--- config.mk ---
export PLATFORM = sky130hd
export DESIGN_NAME = butterfly_unit_p_flat
export DESIGN_NICKNAME = d
export VERILOG_FILES = /design/src/rtl/butterfly_unit_p_if.sv /design/src/rtl/butterfly_unit_p.sv /design/src/flat_wrapper.sv
export SDC_FILE = /design/constraint.sdc
export NUM_CORES = 1
export LEC_CHECK = 0
export ABC_CLOCK_PERIOD_IN_PS = 14700
export CORE_AREA = 3 3 181 183
export DETAILED_ROUTE_END_ITERATION = 10
export DIE_AREA = 0 0 184 186
export MAX_ROUTING_LAYER = met4
export PLACE_DENSITY = 0.81
export SETUP_SLACK_MARGIN = 0.15
export SYNTH_ARGS = -nofsm -noshare
export SYNTH_HDL_FRONTEND = slang
export SYNTH_SLANG_ARGS = --single-unit
--- constraint.sdc ---
create_clock -name clk -period 14.7 [get_ports clk]
set_clock_uncertainty 0.15 [all_clocks]
set_input_delay 2.205 -clock clk [delete_from_list [all_inputs] [get_ports clk]]
set_output_delay 2.205 -clock clk [all_outputs]
set_load 0.05 [all_outputs]
--- src/rtl/butterfly_unit_p_if.sv ---
// rtl/butterfly_unit_p_if.sv - signed-digit operand/result bus for butterfly_unit_p
interface butterfly_unit_p_if #(
  parameter int COEF_W = 14
);
  logic              in_sof;
  logic              xn2, xp, xpp;
  logic              yn2, yp, ypp;
  logic [COEF_W-1:0] P;
  logic [1:0]        mode;
  logic              o1_n2, o1_p, o1_pp;
  logic              o2_n2, o2_p, o2_pp;
  logic              out_sof;
  logic              out_valid;
  logic              sat_flag;
  logic              frame_err;

  modport master (
    output in_sof, xn2, xp, xpp, yn2, yp, ypp, P, mode,
    input  o1_n2, o1_p, o1_pp, o2_n2, o2_p, o2_pp,
    input  out_sof, out_valid, sat_flag, frame_err
  );

  modport slave (
    input  in_sof, xn2, xp, xpp, yn2, yp, ypp, P, mode,
    output o1_n2, o1_p, o1_pp, o2_n2, o2_p, o2_pp,
    output out_sof, out_valid, sat_flag, frame_err
  );
endinterface

--- src/rtl/butterfly_unit_p.sv ---
// rtl/butterfly_unit_p.sv - framed digit-serial radix-2 butterfly with saturation
module butterfly_unit_p #(
  parameter int DIGITS = 8,
  parameter int COEF_W = 14,
  parameter int FRAC   = 12
) (
  input logic               clk,
  input logic               rst,
  butterfly_unit_p_if.slave bus
);
  localparam int AW = 2 * DIGITS + 1;
  localparam int RW = 2 * DIGITS;
  localparam int SW = AW + COEF_W + 2;
  localparam int CW = $clog2(DIGITS);
  localparam int OW = $clog2(DIGITS + 1);
  localparam logic signed [SW-1:0] HALF = SW'(1) << (FRAC - 1);
  localparam logic signed [SW-1:0] MAXV = (SW'(1) << (RW - 1)) - SW'(1);
  localparam logic signed [SW-1:0] MINV = -(SW'(1) << (RW - 1));

  typedef enum logic {IDLE, COLLECT} state_t;

  state_t                   state;
  logic [CW-1:0]            cnt;
  logic signed [AW-1:0]     x_acc, y_acc;
  logic signed [COEF_W-1:0] w_lat;
  logic [1:0]               mode_lat;
  logic                     done;
  logic                     frame_err_q;

  logic signed [AW-1:0]     xd, yd, x_sh, y_sh;
  logic signed [SW-1:0]     xs, ys, ws, prod, pm, a, b;
  logic [RW-1:0]            r1, r2;
  logic                     s1, s2;

  logic [AW-1:0]            sh1, sh2;
  logic [2:0]               o1_q, o2_q;
  logic [OW-1:0]            ocnt;
  logic                     valid_q, sof_q, sat_q;

  function automatic logic signed [2:0] dval(input logic [2:0] c);
    case (c)
      3'b010:  dval = 3'sd1;
      3'b001:  dval = 3'sd2;
      3'b100:  dval = -3'sd2;
      3'b110:  dval = -3'sd1;
      default: dval = 3'sd0;
    endcase
  endfunction

  // Booth window {r[2i+1], r[2i], r[2i-1]} to digit code {n2,p,pp}
  function automatic logic [2:0] enc(input logic [2:0] w);
    case (w)
      3'b001, 3'b010: enc = 3'b010;
      3'b011:         enc = 3'b001;
      3'b100:         enc = 3'b100;
      3'b101, 3'b110: enc = 3'b110;
      default:        enc = 3'b000;
    endcase
  endfunction

  always_comb begin
    xd   = AW'(dval({bus.xn2, bus.xp, bus.xpp}));
    yd   = AW'(dval({bus.yn2, bus.yp, bus.ypp}));
    x_sh = xd <<< {cnt, 1'b0};
    y_sh = yd <<< {cnt, 1'b0};
  end

  // An in_sof seen while collecting always lands before the last digit, so it aborts
  always_ff @(posedge clk or posedge rst) begin
    if (rst) begin
      state       <= IDLE;
      cnt         <= '0;
      x_acc       <= '0;
      y_acc       <= '0;
      w_lat       <= '0;
      mode_lat    <= '0;
      done        <= 1'b0;
      frame_err_q <= 1'b0;
    end else begin
      done        <= 1'b0;
      frame_err_q <= 1'b0;
      if (bus.in_sof) begin
        frame_err_q <= (state == COLLECT);
        state       <= COLLECT;
        cnt         <= CW'(1);
        x_acc       <= xd;
        y_acc       <= yd;
        w_lat       <= bus.P;
        mode_lat    <= bus.mode;
      end else if (state == COLLECT) begin
        x_acc <= x_acc + x_sh;
        y_acc <= y_acc + y_sh;
        if (cnt == CW'(DIGITS - 1)) begin
          state <= IDLE;
          cnt   <= '0;
          done  <= 1'b1;
        end else begin
          cnt <= cnt + CW'(1);
        end
      end
    end
  end

  // Read during the cycle after the last digit, before a following frame overwrites the latches
  always_comb begin
    xs   = SW'(x_acc);
    ys   = SW'(y_acc);
    ws   = SW'(w_lat);
    prod = ys * ws;
    pm   = (prod + HALF) >>> FRAC;
    case (mode_lat)
      2'b01: begin a = xs; b = ys;  end
      2'b10: begin a = pm; b = -pm; end
      default: begin a = xs + pm; b = xs - pm; end
    endcase
    s1 = (a > MAXV) || (a < MINV);
    s2 = (b > MAXV) || (b < MINV);
    r1 = (a > MAXV) ? MAXV[RW-1:0] : ((a < MINV) ? MINV[RW-1:0] : a[RW-1:0]);
    r2 = (b > MAXV) ? MAXV[RW-1:0] : ((b < MINV) ? MINV[RW-1:0] : b[RW-1:0]);
  end

  always_ff @(posedge clk or posedge rst) begin
    if (rst) begin
      sh1     <= '0;
      sh2     <= '0;
      o1_q    <= '0;
      o2_q    <= '0;
      ocnt    <= '0;
      valid_q <= 1'b0;
      sof_q   <= 1'b0;
      sat_q   <= 1'b0;
    end else if (done) begin
      sh1     <= {2'b00, r1[RW-1:1]};
      sh2     <= {2'b00, r2[RW-1:1]};
      o1_q    <= enc({r1[1:0], 1'b0});
      o2_q    <= enc({r2[1:0], 1'b0});
      ocnt    <= OW'(1);
      valid_q <= 1'b1;
      sof_q   <= 1'b1;
      sat_q   <= s1 | s2;
    end else begin
      sof_q <= 1'b0;
      sat_q <= 1'b0;
      if (valid_q && ocnt != OW'(DIGITS)) begin
        o1_q <= enc(sh1[2:0]);
        o2_q <= enc(sh2[2:0]);
        sh1  <= sh1 >> 2;
        sh2  <= sh2 >> 2;
        ocnt <= ocnt + OW'(1);
      end else begin
        valid_q <= 1'b0;
        o1_q    <= '0;
        o2_q    <= '0;
      end
    end
  end

  assign {bus.o1_n2, bus.o1_p, bus.o1_pp} = o1_q;
  assign {bus.o2_n2, bus.o2_p, bus.o2_pp} = o2_q;
  assign bus.out_sof   = sof_q;
  assign bus.out_valid = valid_q;
  assign bus.sat_flag  = sat_q;
  assign bus.frame_err = frame_err_q;
endmodule
--- src/flat_wrapper.sv ---
// flat-port wrapper written by rule: the top's interface ports become plain ports
module butterfly_unit_p_flat 
#(
  parameter int DIGITS = 8,
  parameter int COEF_W = 14,
  parameter int FRAC   = 12
)
  (clk, rst, bus_in_sof, bus_xn2, bus_xp, bus_xpp, bus_yn2, bus_yp, bus_ypp, bus_P, bus_mode, bus_o1_n2, bus_o1_p, bus_o1_pp, bus_o2_n2, bus_o2_p, bus_o2_pp, bus_out_sof, bus_out_valid, bus_sat_flag, bus_frame_err);
  butterfly_unit_p_if #(.COEF_W(COEF_W)) bus_i ();
  input logic clk;
  input logic rst;
  input wire logic [$bits(bus_i.in_sof)-1:0] bus_in_sof;
  input wire logic [$bits(bus_i.xn2)-1:0] bus_xn2;
  input wire logic [$bits(bus_i.xp)-1:0] bus_xp;
  input wire logic [$bits(bus_i.xpp)-1:0] bus_xpp;
  input wire logic [$bits(bus_i.yn2)-1:0] bus_yn2;
  input wire logic [$bits(bus_i.yp)-1:0] bus_yp;
  input wire logic [$bits(bus_i.ypp)-1:0] bus_ypp;
  input wire logic [$bits(bus_i.P)-1:0] bus_P;
  input wire logic [$bits(bus_i.mode)-1:0] bus_mode;
  output wire logic [$bits(bus_i.o1_n2)-1:0] bus_o1_n2;
  output wire logic [$bits(bus_i.o1_p)-1:0] bus_o1_p;
  output wire logic [$bits(bus_i.o1_pp)-1:0] bus_o1_pp;
  output wire logic [$bits(bus_i.o2_n2)-1:0] bus_o2_n2;
  output wire logic [$bits(bus_i.o2_p)-1:0] bus_o2_p;
  output wire logic [$bits(bus_i.o2_pp)-1:0] bus_o2_pp;
  output wire logic [$bits(bus_i.out_sof)-1:0] bus_out_sof;
  output wire logic [$bits(bus_i.out_valid)-1:0] bus_out_valid;
  output wire logic [$bits(bus_i.sat_flag)-1:0] bus_sat_flag;
  output wire logic [$bits(bus_i.frame_err)-1:0] bus_frame_err;
  assign bus_i.in_sof = bus_in_sof;
  assign bus_i.xn2 = bus_xn2;
  assign bus_i.xp = bus_xp;
  assign bus_i.xpp = bus_xpp;
  assign bus_i.yn2 = bus_yn2;
  assign bus_i.yp = bus_yp;
  assign bus_i.ypp = bus_ypp;
  assign bus_i.P = bus_P;
  assign bus_i.mode = bus_mode;
  assign bus_o1_n2 = bus_i.o1_n2;
  assign bus_o1_p = bus_i.o1_p;
  assign bus_o1_pp = bus_i.o1_pp;
  assign bus_o2_n2 = bus_i.o2_n2;
  assign bus_o2_p = bus_i.o2_p;
  assign bus_o2_pp = bus_i.o2_pp;
  assign bus_out_sof = bus_i.out_sof;
  assign bus_out_valid = bus_i.out_valid;
  assign bus_sat_flag = bus_i.sat_flag;
  assign bus_frame_err = bus_i.frame_err;
  butterfly_unit_p #(.DIGITS(DIGITS), .COEF_W(COEF_W), .FRAC(FRAC)) u_core (.clk(clk), .rst(rst), .bus(bus_i));
endmodule
# ---- Word-level counts from Yosys, hierarchy flattened
# Cells that the tools add are included.
dict set report totals {
  reg_bits 103
  latch_bits 0
  ram_bits 0
  romBits 0
  input_bits 25
  out_inout_bits 10
  word_cells 112
  mem_count 0
}
dict set report op_classes {
  n_addsub 8
  n_mul 1
  n_div 0
  magnitude_cmp 4
  eq_ne 31
  n_shift 2
  n_mux 40
  bitwise 1
  reduce_logical 9
}
# operator n
set op_table {}
lappend op_table {{two-way mux 17 bit} 8}
lappend op_table {{case mux 33 bit (2 select lines)} 2}
lappend op_table {{greater-than comparator 33 x 16 -> 1 bit, second input constant} 2}
lappend op_table {{< comparator 33 x 16 -> 1 bit, second input constant} 2}
lappend op_table {{two-way mux 16 bit} 4}
lappend op_table {{case mux 3 bit (4 select lines)} 4}
lappend op_table {{adder 17 bit} 2}
lappend op_table {{<<< shifter 3 x 4 -> 17 bit} 2}
lappend op_table {{equality test 3 bit, second input constant} 11}
lappend op_table {{negation 21 -> 33 bit} 1}
lappend op_table {{adder 31 x 13 -> 32 bit, second input constant} 1}
lappend op_table {{multiplier 17 x 14 -> 31 bit} 1}
lappend op_table {{adder 17 x 21 -> 22 bit} 1}
lappend op_table {{subtractor 17 x 21 -> 22 bit} 1}
lappend op_table {{two-way mux 3 bit} 7}
lappend op_table {{equality test 3 x 2 -> 1 bit, second input constant} 6}
lappend op_table {{case mux 3 bit (3 select lines)} 2}
lappend op_table {{equality test 3 x 1 -> 1 bit, second input constant} 4}
lappend op_table {{two-way mux 1 bit} 11}
lappend op_table {{equality test 2 bit, second input constant} 5}
lappend op_table {{two-way mux 4 bit} 2}
lappend op_table {{OR reduction 2 bit} 4}
lappend op_table {{equality test 2 x 1 -> 1 bit, second input constant} 3}
lappend op_table {{adder 4 x 1 -> 4 bit, second input constant} 1}
lappend op_table {{other kinds (7)} 9}

# ---- Depth between registers and ports, before layout
# Gate-level depths: netlist of run 1.
dict set report logic_depth {
  depth_word 10
  mapped_depth 38
  depth_no_buf 35
}

# ---- Worst setup path before layout of run 1
# OpenSTA, ideal clock, no wires.
dict set report synth_path {
  kind {register to register}
  startpoint {reg u_core.y_acc[16]}
  endpoint {reg u_core.o1_q[2]}
  setup_ps 136
  t_arrival_ps 8694
  t_required_ps 14414
  slack_ps 5720
  stages_incl_launch_ff 37
  path_buffers 4
  period_less_slack_ps 8980
  cell_sequence {dfrtp_1 clkbuf_1 clkbuf_1 nand2_1 inv_1 fa_1 fa_1 inv_1 fa_1 inv_1 fa_1 fa_1 inv_1 fa_1 inv_1 ha_1 and2_1 a221oi_1 nand2_1 o211a_1 nor2_1 xor2_1 inv_1 ha_1 clkbuf_1 inv_1 o21bai_1 a221oi_1 o31ai_1 a21oi_1 xnor2_1 a22oi_1 nor4_1 a21oi_1 clkbuf_1 o211ai_1 o21ai_0}
}
dict set report synth_via {
  elab_chain_len 10
  elab_cells_between_ends 13
  cone_classes {2 x add/sub; 1 x mul; 2 x order compare; 3 x eq/ne; 5 x mux}
}
# element line_no
set synth_lines {}
lappend synth_lines {{start: declaration} butterfly_unit_p.sv:24} ;# logic signed [AW-1:0] x_acc, y_acc;
lappend synth_lines {{start signal: assignment} butterfly_unit_p.sv:87} ;# y_acc <= yd;
lappend synth_lines {{start signal: assignment} butterfly_unit_p.sv:92} ;# y_acc <= y_acc + y_sh;
lappend synth_lines {{multiplier 17 x 14 -> 31 bit *} butterfly_unit_p.sv:109} ;# prod = ys * ws;
lappend synth_lines {{adder 31 x 13 -> 32 bit *} butterfly_unit_p.sv:110} ;# pm = (prod + HALF) >>> FRAC;
lappend synth_lines {{adder 17 x 21 -> 22 bit} butterfly_unit_p.sv:114} ;# default: begin a = xs + pm; b = xs - pm; end
lappend synth_lines {{case mux 33 bit (2 select lines) *} butterfly_unit_p.sv:111} ;# case (mode_lat)
lappend synth_lines {{< comparator 33 x 16 -> 1 bit} butterfly_unit_p.sv:118} ;# r1 = (a > MAXV) ? MAXV[RW-1:0] : ((a < MINV) ? MINV[RW-1:0] : a[RW-1:0]);
lappend synth_lines {{two-way mux 16 bit} butterfly_unit_p.sv:118}
lappend synth_lines {{two-way mux 16 bit *} butterfly_unit_p.sv:118}
lappend synth_lines {{equality test 2 bit / equality test 2 x 1 -> 1 bit (equally long branches)} butterfly_unit_p.sv:52} ;# case (w)
lappend synth_lines {{case mux 3 bit (3 select lines) *} butterfly_unit_p.sv:52}
lappend synth_lines {{two-way mux 3 bit *} butterfly_unit_p.sv:132} ;# end else if (done) begin
lappend synth_lines {{end signal: assignment} butterfly_unit_p.sv:135} ;# o1_q <= enc({r1[1:0], 1'b0});
lappend synth_lines {{end signal: assignment} butterfly_unit_p.sv:145} ;# o1_q <= enc(sh1[2:0]);
lappend synth_lines {{end: declaration} butterfly_unit_p.sv:36} ;# logic [2:0] o1_q, o2_q;
# Mark *: on every way between the ends. The rest lies on a longest branch, timed or not.
# A chain may end at the register's enable or synchronous reset.

# ---- Worst setup path after layout of run 1
dict set report layout_path {
  startpoint {reg u_core.y_acc[16]}
  endpoint {reg u_core.sh1[1]}
}
dict set report layout_via {
  elab_chain_len 8
  elab_cells_between_ends 9
  cone_classes {2 x add/sub; 1 x mul; 2 x order compare; 4 x mux}
}
# element line_no
set layout_lines {}
lappend layout_lines {{multiplier 17 x 14 -> 31 bit *} butterfly_unit_p.sv:109}
lappend layout_lines {{adder 31 x 13 -> 32 bit *} butterfly_unit_p.sv:110}
lappend layout_lines {{adder 17 x 21 -> 22 bit} butterfly_unit_p.sv:114}
lappend layout_lines {{case mux 33 bit (2 select lines) *} butterfly_unit_p.sv:111}
lappend layout_lines {{< comparator 33 x 16 -> 1 bit} butterfly_unit_p.sv:118}
lappend layout_lines {{two-way mux 16 bit} butterfly_unit_p.sv:118}
lappend layout_lines {{two-way mux 16 bit *} butterfly_unit_p.sv:118}
lappend layout_lines {{two-way mux 17 bit *} butterfly_unit_p.sv:132}
lappend layout_lines {{end signal: assignment} butterfly_unit_p.sv:133} ;# sh1 <= {2'b00, r1[RW-1:1]};
lappend layout_lines {{end signal: assignment} butterfly_unit_p.sv:147} ;# sh1 <= sh1 >> 2;
lappend layout_lines {{end: declaration} butterfly_unit_p.sv:35} ;# logic [AW-1:0] sh1, sh2;
# Marked as above.

==> reports/metrics.csv, run 1 <==
metric;value;unit
syn_to_final_growth;4.164;%
htree_num_levels;3;
drtIter0Drc;1326;
worst-setup-path-type;reg -> reg;
grt_use_met3;5.550;%
grtUsageMet1;41.75;%
synth_top_family_by_area;adder cells;
cts-hold-fix-buffers;0;
synth_area;18750;µm²
synthSimpleGateAreaFrac;18.44;%
grt_pass1_wl;85150;µm
antenna_left;0;
ys_types;91;
clock_latency;0.40;ns
setup-violations-final;0;
synthMuxAreaShare;2.890;%
tightest_slew;1.020;ns
maxSlewViolCount;0;
detail_route.first_pass.iterations;6;
synth.most_common_cell;inv_1;
cp.arrival;10.58;ns
cts_buffers;9;
antenna_cells;0;
synth.area.top_cells;fa_1 (26%), dfrtp_1 (13%), ha_1 (9.7%), inv_1 (6.9%), and2_1 (4.5%);
busiest_layer;met2;
synth_seq_cells;99;
worstHoldPathType;reg -> reg;
path_delay_family;adder cells;
ys_warn_count;0;
crit_required;14.77;ns
cp-start-kind;flop;
slowest_stage;dfrtp_1;
cap_violations;0;
num_vias;15850;
drive_gt1_share;3.971;%
critPathMaxStageDelay;0.79;ns
synth_adder_area_share;35.30;%
tritoncts;yes;
cts_resized;0;
rrSetupSlack;4.19;ns
post_cts_buffers;0;
clk_pin_slew_worst_paths;0.08;ns
fin_crit;10.51;ns
cts_root_buf;clkbuf_16;
grt_util_met2;52.63;%
dieArea;34220;µm²
post_drt_wl_per_cell;19.99;µm
n_fill_cell;2706;
ios;35;
critPathCaptureType;flop;
cp_common_cell;inv_1;
synth_seq_area_share;13.21;%
min_period_over_period;71.53;%
synth_nets;2657;
drc;0;
crit_fanout;18;
worst-path-buf-inv;7;
synth_top_area_share;25.63;%
initial_core_util;59.72;%
postSynth.asyncResetShare;100.0;%
die_h;186;µm
numPortBuffers;34;
die_x;184;µm
antenna_found_initial;0;
clock-sinks;99;
hpwl;39500;µm
ys_top_cells_by_count;inv_1 (346), fa_1 (240), nand2_1 (218), nor2_1 (164), ha_1 (145);
avgViaCountPerCell;6.113;
synth_edf_count;0;
rows;65;
synth_top_cell_by_area;fa_1;
grt_pass1_vias;16580;
synth_top_flop_cell;dfrtp_1;
place_congestion;0.9894;
grt_usage;32.55;%
core-area;31390;µm²
max_freq;95.11;MHz
cts_buffer_depth;2;
finalHoldViolations;0;
synth_compound_area_share;16.31;%
synth_xor_area_share;4.245;%
globalRoute.totalOverflow;0;
wl;51830;µm
avgSynthCellArea;8.344;µm²
grt_max_degree;73;
status;completed;
slew-limit-headroom;30.22;%
syn-instance-count;2247;
finalSetupTns;0;ns
fin_nets;2596;
rsz0062_at_grt;no;
[layout by cell type (no fill, tap or decap), types with 11 or more instances in the layout]
| cell | synthesis | routed |
|---|---|---|
| a211oi_1 | 23 | 23 |
| a21o_1 | 27 | 27 |
| a21oi_1 | 129 | 129 |
| a221oi_1 | 24 | 24 |
| a221oi_2 | 11 | 11 |
| a31oi_1 | 16 | 16 |
| and2_1 | 134 | 134 |
| buf_4 | 1 | 17 |
| clkdlybuf4s50_1 | 0 | 33 |
| dfrtp_1 | 99 | 99 |
| fa_1 | 240 | 240 |
| ha_1 | 145 | 144 |
| inv_1 | 346 | 345 |
| mux2_2 | 17 | 17 |
| mux2i_1 | 35 | 35 |
| nand2_1 | 218 | 218 |
| nand2b_1 | 16 | 16 |
| nand3_1 | 26 | 26 |
| nand4_1 | 12 | 12 |
| nor2_1 | 164 | 164 |
| nor2b_1 | 16 | 16 |
| nor3_1 | 47 | 47 |
| o211ai_1 | 14 | 14 |
| o21ai_0 | 73 | 73 |
| or3_1 | 18 | 18 |
| xnor2_1 | 65 | 65 |
| xor2_1 | 24 | 24 |
[routing by layer]
layer	wire [µm]	share of wire (%)	vias to the layer above
met4	1768	3.4	0
met3	3825	7.4	125
li1	-	-	7298
met5	0	0	-
met2	24640	48	630
met1	21600	42	7797
[cells by family (layout without fill, tap and decap cells)]
group,after synthesis,after routing
adder cells (fa/ha/maj),385,385
multiplexers,52,52
XOR/XNOR,90,90
AO/OA/AOI/OAI,446,446
flip-flops,99,99
buffers and inverters,470,414
AND/OR/NAND/NOR,705,705
[path summary, 6_finish.rpt]
path / startpoint / endpoint / cells past startpoint
max reg2reg: u_core.y_acc[16]$_DFFE_PP0P_ / u_core.sh1[1]$_DFFE_PP0P_ / 32
min: u_core.sh2[14]$_DFFE_PP0P_ / u_core.sh2[14]$_DFFE_PP0P_ / 2
max in group asynchronous: rst / u_core.x_acc[9]$_DFFE_PP0P_ / 3
max: u_core.y_acc[16]$_DFFE_PP0P_ / u_core.sh1[1]$_DFFE_PP0P_ / 32
min reg2reg: u_core.sh2[14]$_DFFE_PP0P_ / u_core.sh2[14]$_DFFE_PP0P_ / 2
min in group asynchronous: rst / u_core.sh2[2]$_DFFE_PP0P_ / 2
[area by class of cell]
| type | instances | area (µm²) | share of cell area [%] |
|---|---|---|---|
| clock buffer | 10 | 229.0 | 1.172 |
| clock inverter | 6 | 73.82 | 0.3780 |
| inverter | 347 | 1305 | 6.682 |
| multi-input combinational | 1678 | 14480 | 74.13 |
| sequential | 99 | 2477 | 12.69 |
| tap | 402 | 503.0 | 2.576 |
| timing repair buffer | 51 | 462.9 | 2.371 |
[worst min-delay path, cell delays in order, from the launching register on]
cell	delay (ns)
dfrtp_1	0.35
nand2_1	0.05
nand2_1	0.06
[metrics by stage]
stage / setup WS, ns / util (%) / std cells / hold WS [ns] / instance area, µm²
after floorplan: 5.720 / - / 2247 / 0.2957 / 18750
after global placement: 4.557 / 61.24 / 2577 / 0.3210 / 19230
after detailed placement: 4.372 / 61.24 / 2577 / 0.3292 / 19230
after CTS: 4.301 / 62.21 / 2593 / 0.3469 / 19530
after global routing: 3.403 / 62.21 / 2593 / 0.3702 / 19530
final: 4.186 / 62.21 / 2593 / 0.3443 / 19530
[flip-flops by register name, indices dropped and copies added, names as in the netlist, 4 cells and up]
name	cells
u_core.y_acc	17
u_core.x_acc	17
u_core.ocnt	4
u_core.sh1	15
u_core.sh2	15
u_core.w_lat	14
Power of run 1 is left out: the tool's default activity adds up to more than one toggle a clock period on the data nets, which glitch-free logic cannot reach.
==> inputs of run 2 (changes only) <==
--- a/config.mk
+++ b/config.mk
@@ -5,7 +5,7 @@
 export SDC_FILE = /design/constraint.sdc
 export NUM_CORES = 1
 export LEC_CHECK = 0
-export ABC_CLOCK_PERIOD_IN_PS = 14700
+export ABC_CLOCK_PERIOD_IN_PS = 9900
 export CORE_AREA = 3 3 181 183
 export DETAILED_ROUTE_END_ITERATION = 10
 export DIE_AREA = 0 0 184 186
==> constraint.sdc (replaced) <==
create_clock -name clk -period 9.9 [get_ports clk]
set_clock_uncertainty 0.15 [all_clocks]
set_input_delay 1.485 -clock clk [delete_from_list [all_inputs] [get_ports clk]]
set_output_delay 1.485 -clock clk [all_outputs]
set_load 0.05 [all_outputs]
==> run 2 against run 1 <==
Against the previous run: sequential share of layout area fell by 0.39 points; highest routed layer unchanged; critical endpoint is now u_core.sh1[3]$_DFFE_PP0P_; via count rose by 2.5%; utilization rose by 2.8 points; non-clock buffer count rose by 85.
==> reports/metrics.csv, run 2 (synthesized netlist as in run 1, its figures left out) <==
metric;value;unit
rrSetupSlack;0.51;ns
hpwl;41440;µm
worst-path-buf-inv;10;
place_congestion;1.009;
worst-setup-path-type;reg -> reg;
finalSetupTns;0;ns
antenna_cells;0;
clk_pin_slew_worst_paths;0.10;ns
core-area;31390;µm²
min_period_over_period;94.83;%
max_freq;106.5;MHz
grt_usage;32.82;%
critPathCaptureType;flop;
clock-sinks;99;
num_vias;16250;
slowest_stage;or4_1;
status;completed;
cap_violations;0;
crit_required;10.01;ns
grt_pass1_vias;16410;
ff_latch_area;2511;µm²
wl;53060;µm
rows;65;
clock_latency;0.40;ns
post_drt_wl_per_cell;19.81;µm
slew-limit-headroom;40.45;%
antenna_left;0;
tritoncts;yes;
holdPathEnd;u_core.sh1[13]$_DFFE_PP0P_;
cts_buffer_depth;2;
numPortBuffers;34;
layout_commonest_cell;inv_1;
reg2reg_depth;37;
path_delay_family;adder cells;
ios;35;
die_h;186;µm
holdPathStages;2;
drc;0;
antenna_found_initial;0;
finish.utilization;65.05;%
fin_nets;2681;
syn_to_final_growth;8.923;%
tightest_slew;0.8877;ns
maxSlewViolCount;0;
hp-start;u_core.sh1[13]$_DFFE_PP0P_;
worstHoldPathType;reg -> reg;
globalRoute.totalOverflow;0;
r2r_end;u_core.sh1[3]$_DFFE_PP0P_;
crit_fanout;14;
final_cell_mix;inv_1 (345), fa_1 (239), nand2_1 (218);
drtIter0Drc;1331;
multi_input_area;14660;µm²
holdWs;0.3461;ns
drive_gt1_share;10.02;%
finalHoldViolations;0;
n_fill_cell;2608;
cts_buffers;9;
critPathMaxStageDelay;0.58;ns
placed_cell_area;19830;µm²
cp-start-kind;flop;
detail_route.first_pass.iterations;6;
cp.arrival;9.50;ns
cts_root_buf;clkbuf_16;
setup-violations-final;0;
fin_crit;9.388;ns
rsz0062_at_grt;no;
htree_num_levels;3;
reg_top3;u_core.x_acc x17, u_core.y_acc x17;
avgViaCountPerCell;6.066;
initial_core_util;59.72;%
r2r-start;u_core.w_lat[2]$_DFFE_PP0P_;
dieArea;34220;µm²
grt_pass1_wl;85190;µm
finalInstanceArea;20420;µm²
grt_max_degree;73;
die_x;184;µm
run 2: cell count changes in the layout (fill, tap and decap cells not counted), moves of 4 or more:
cell / change
ha_1: -8
buf_4: +83
clkinv_8: +4
ha_2: +8
dfrtp_2: +24
xor2_2: +4
xor2_1: -4
dfrtp_1: -25
run 2: cell type report:
class	count	share of cell area, %
Timing Repair Buffer	136	5.514
Multi-Input combinational cell	1678	71.77
Clock buffer	9	1.103
Sequential cell	99	12.30
Tap cell	402	2.463
Clock inverter	7	0.4595
Inverter	347	6.391
run 2: worst max-delay path by stage:
stage	from	endpoint	slack [ns]	cells past startpoint
floorplan	u_core.y_acc[16]$_DFFE_PP0P_	u_core.o1_q[2]$_DFF_PP0_	0.92	36
global placement	u_core.y_acc[7]$_DFFE_PP0P_	u_core.sh2[12]$_DFFE_PP0P_	0.29	34
detailed placement	u_core.y_acc[7]$_DFFE_PP0P_	u_core.sh2[10]$_DFFE_PP0P_	0.08	29
CTS	u_core.w_lat[8]$_DFFE_PP0P_	u_core.sh2[10]$_DFFE_PP0P_	0.15	31
global route	u_core.w_lat[8]$_DFFE_PP0P_	u_core.sh2[11]$_DFFE_PP0P_	0.12	32
finish	u_core.w_lat[2]$_DFFE_PP0P_	u_core.sh1[3]$_DFFE_PP0P_	0.51	37
run 2: timing repair:
| action | in CTS | in global routing |
|---|---|---|
| pin swaps | 0 | 6 |
| setup buffers | 0 | 6 |
| gates resized for setup | 4 | 58 |
| hold buffers | 0 | 0 |
| setup endpoints to repair | 13 | 33 |
run 2: per-stage QoR:
step,cells,setup WS (ns)
after global routing,2678,0.1169
after global placement,2656,0.2853
after detailed placement,2656,0.08124
final,2678,0.5119
after floorplan,2247,0.9202
after CTS,2672,0.1519
run 2: routing by layer:
metal / GRT usage, % / share of wire [%] / up-vias
li1: - / - / 7464
met1: 43.09 / 42 / 8046
met2: 52.11 / 47 / 607
met3: 5.316 / 7.0 / 129
met4: 11.52 / 3.5 / 0
met5: - / 0 / -
run 2: worst register-to-register path, delay by kind of cell, from the launching register on:
kind / cells / cell delay, ns
buffers and inverters: 10 / 1.27
adder cells (fa/ha/maj): 8 / 3.87
flip-flops: 1 / 0.51
AND/OR/NAND/NOR: 9 / 1.98
XOR/XNOR: 1 / 0.17
AO/OA/AOI/OAI: 9 / 1.26
Power of run 2 is left out for the same reason.
==> inputs of run 3 (changes only) <==
--- a/config.mk
+++ b/config.mk
@@ -7,6 +7,7 @@
 export LEC_CHECK = 0
 export ABC_CLOCK_PERIOD_IN_PS = 9900
 export CORE_AREA = 3 3 181 183
+export CTS_BUF_LIST = sky130_fd_sc_hd__clkbuf_16
 export DETAILED_ROUTE_END_ITERATION = 10
 export DIE_AREA = 0 0 184 186
 export MAX_ROUTING_LAYER = met4
==> results of run 3 <==
Final layout, timing and power as in run 2 (identical DEF).
Power of run 3 is left out for the same reason.
==> patch 1: new RTL, settings of run 2 <==
`COEF_W` is set to 14 in 3 places; all go to 18.
--- a/src/rtl/butterfly_unit_p_if.sv
+++ b/src/rtl/butterfly_unit_p_if.sv
@@ -1,5 +1,5 @@
 // rtl/butterfly_unit_p_if.sv - signed-digit operand/result bus for butterfly_unit_p
 interface butterfly_unit_p_if #(
-  parameter int COEF_W = 14
+  parameter int COEF_W = 18
 );
   logic              in_sof;
--- a/src/rtl/butterfly_unit_p.sv
+++ b/src/rtl/butterfly_unit_p.sv
@@ -2,5 +2,5 @@
 module butterfly_unit_p #(
   parameter int DIGITS = 8,
-  parameter int COEF_W = 14,
+  parameter int COEF_W = 18,
   parameter int FRAC   = 12
 ) (
--- a/src/flat_wrapper.sv
+++ b/src/flat_wrapper.sv
@@ -3,5 +3,5 @@
 #(
   parameter int DIGITS = 8,
-  parameter int COEF_W = 14,
+  parameter int COEF_W = 18,
   parameter int FRAC   = 12
 )
Ports: changed (resized bus_P); port bits go from 35 to 39. The function was not compared with the original's and may differ.
==> patch 1 against run 2 <==
Sequential cell count is 4 higher; highest routed layer unchanged; design area up 18%; synthesized area rose by 16%; routed wire length grew 20%; setup slack got worse by 0.25 ns.
Power is not shown: default switching activity piles up to over one toggle a cycle in this logic, so the estimate is an artifact.
==> patch 1: results (changes against run 2) <==
first-pass GRT wire length 103 mm (+21%); PortBufs 38 (+12%); setup repair bufs after CTS 2 (+2); placed cells 3017 (+14%); GRT met3 Usage 5.04% (-0.27 points); most frequent cells after synthesis 405 x inv_1, 320 x fa_1, 306 x nand2_1; Synthesized Nets 3118 (+17%); setup ws final 0.258 ns (-0.254 ns); Iter 0 DRT Violations 1788 (+34%); most common flop cell mapped by yosys dfrtp_1; metal1 wirelength 25.0 mm (+12%); Root Buffer Master clkbuf_16; mapped cell area 21800 sq um (+16%); status finished clean; Mean Syn Cell Area 8.37 sq um (+0.32%); largest net degree at the start of global routing 61 (-16%); Worst EP arrival 9.74 ns (+0.24 ns); FFs w/ async S/R, synth 100% (unchanged); routed vias 19516 (+20%); PostCTS Resize Cnt 17 (+13); synth top area cells fa_1 29%, dfrtp_1 12%, ha_1 9.5%; Crit-path slowest cell fa_1; largest registers u_core.w_lat x18, u_core.x_acc x17, u_core.y_acc x17; Worst setup endpoint u_core.sh2[5]; Rel. slew slack 21.9% (-19 points); area post-placement 23000 sq um (+16%); Global Route met2 Usage 63.6% (+11 points); critical path's top delay family adder cells; sequential area share after synthesis 11.8% (-1.4 points); GRT Total Usage 39.3% (+6.5 points); worst-path fanout max 11 (-3); Critical Path Start u_core.y_acc[7]; clock-pin slew on the worst setup and hold paths 0.08 ns (-0.02 ns); gpl congestion 1.05 (+3.8%); Detail Route met2 WL 30.4 mm (+21%); worst hold slack 0.335 ns (-0.0107 ns); share of cells above drive strength 1 12.2% (+2.2 points); Post-layout nets 3172 (+18%); Setup WS pre-CTS -0.157 ns (-0.239 ns); H-tree depth 3 (unchanged); clock latency on the worst-skew pair 0.37 ns (-0.03 ns); grt met1 use 50.0% (+6.9 points); Yosys cell types 85 (-6.6%); WL final 63.7 mm (+20%); Detailed Place HPWL 49.2 mm (+19%); R2R depth 35 (-5.4%); Met3 Wirelength 5.06 mm (+36%); via/cell ratio 6.37 (+5.0%)
-- patch 1: cell count changes after synthesis, sizes merged, moves of 21 or more --
cell / before / now
nor2: 164 / 118
inv: 346 / 406
fa: 240 / 320
ha: 145 / 166
clkbuf: 103 / 133
nand2: 218 / 306
a21oi: 130 / 164
o21ai: 84 / 106
mux2i: 35 / 13
-- patch 1: area by class of cell --
| class | instances | area, sq um |
|---|---|---|
| Inverter | 407 | 1530 |
| Timing Repair Buffer | 194 | 1590 |
| Sequential cell | 103 | 2600 |
| Multi-Input combinational cell | 1942 | 17600 |
| Tap cell | 402 | 503 |
| Clock buffer | 10 | 229 |
| Fill cell | 2226 | 7250 |
| Clock inverter | 6 | 76.3 |
-- patch 1: cells by family (layout without fill, tap and decap cells) --
family	Yosys count	count (layout)	synth area share [%]
compound gates	540	540	16.4
xor+xnor	94	94	3.81
fa+ha+maj	486	486	38.9
buf+inv	558	617	9.72
flops	103	103	11.8
mux	35	35	1.73
simple gates	787	787	17.6
==> patch 2: new RTL, flow settings as in run 2 <==
Without the edit above. Make the reset (`rst`) synchronous in 2 clocked blocks.
--- a/src/rtl/butterfly_unit_p.sv
+++ b/src/rtl/butterfly_unit_p.sv
@@ -67,5 +67,5 @@
 
   // An in_sof seen while collecting always lands before the last digit, so it aborts
-  always_ff @(posedge clk or posedge rst) begin
+  always_ff @(posedge clk) begin
     if (rst) begin
       state       <= IDLE;
@@ -120,5 +120,5 @@
   end
 
-  always_ff @(posedge clk or posedge rst) begin
+  always_ff @(posedge clk) begin
     if (rst) begin
       sh1     <= '0;
Behaviour: differs if rst is asserted again (counterexample within 4 cycles, from zero or initial values and one cycle with rst high); with rst held inactive, the same outputs for 4 cycles.
==> patch 2 against run 2 <==
Via count increased by 3.7%; design area decreased by 0.90%; final cell count increased by 2.4%; critical path depth decreased by 1; routed wire length increased by 0.52%; setup slack got worse by 0.0034 ns; first-iteration DRC count increased by 13%; synthesized area about the same; sequential cell count unchanged; highest routed layer unchanged.
Power is left out: it rests on default switching activity, and per cell area and clock period it moved more than threefold.
==> patch 2: results (changes against run 2) <==
synthesized instance count 2333 (+3.8%); Post-layout nets 2751 (+2.6%); area post-placement 19700 sq um (-0.85%); most frequent cells after synthesis 354 x inv_1, 240 x fa_1, 229 x nand2_1; Non-clock inverters 356 (+2.6%); synth top area cells fa_1 26%, dfxtp_1 11%, ha_1 10%; largest net degree at the start of global routing 64 (-12%); most common flop cell mapped by yosys dfxtp_1; # diodes 1 (+1); ClkCell Share 1.74% (+0.18 points); via/cell ratio 6.14 (+1.3%); first-pass GRT wire length 87.1 mm (+2.2%); Non-clk bufs 115 (-15%); clock-pin slew on the worst setup and hold paths 0.08 ns (-0.02 ns); multi-input gates 1752 (+4.4%); sequential area share after synthesis 10.6% (-2.6 points); number of global-route vias before repair 16901 (+3.0%); non-clock buffer area fraction after layout 4.64% (-0.88 points); Setup WS pre-CTS 0.101 ns (+0.0202 ns); Detailed Place HPWL 41.4 mm (about the same); share of cells above drive strength 1 9.02% (-0.99 points); worst-path fanout max 13 (-1); gpl congestion 0.974 (-3.4%); Final Util 64.5% (-0.59 points); Crit-path slowest cell fa_1; status finished clean; # fillers 2681 (+2.8%); Final Non-Filler Cells 2741 (+2.4%); register area 2010 sq um (-20%); PostCTS Resize Cnt 7 (+3); Synth Warn # 0 (unchanged); Iter 0 DRT Violations 1506 (+13%); Worst EP arrival 9.53 ns (+0.03 ns); Rel. slew slack 33.1% (-7.4 points); FFs w/ async S/R, synth 0% (-100 points); fmax 0.106 GHz (about the same); worst hold slack 0.293 ns (-0.0530 ns); Crit path largest cell delay 0.53 ns (-0.05 ns); GRT Total Usage 33.1% (+0.33 points)
[patch 2: metal layers]
layer | global-route usage [%] | vias up | part of all wire (%)
met5 | - | - | 0
met4 | 12.4 | 0 | 3.8
met3 | 5.82 | 146 | 7.6
met2 | 53.2 | 665 | 48
met1 | 42.3 | 8275 | 41
li1 | - | 7754 | -
[patch 2: path summary, 6_finish.rpt]
path | startpoint | to | cells after the start
hold / removal | u_core.sh1[9] | u_core.sh1[9] | 2
setup reg to reg | u_core.w_lat[3] | u_core.sh2[2] | 36
setup / recovery | u_core.w_lat[3] | u_core.sh2[2] | 36
hold reg to reg | u_core.sh1[9] | u_core.sh1[9] | 2
[patch 2: kinds of logic after synthesis]
family / count (synthesis) / share of synthesized area (%)
adders and majority gates: 393 / 35.8
buffers and inverters: 482 / 9.80
and+or+nand+nor: 731 / 19.5
AOI/OAI and AO/OA: 516 / 18.8
muxes: 34 / 1.86
DFF: 99 / 10.6
xor gates and xnor gates: 78 / 3.64
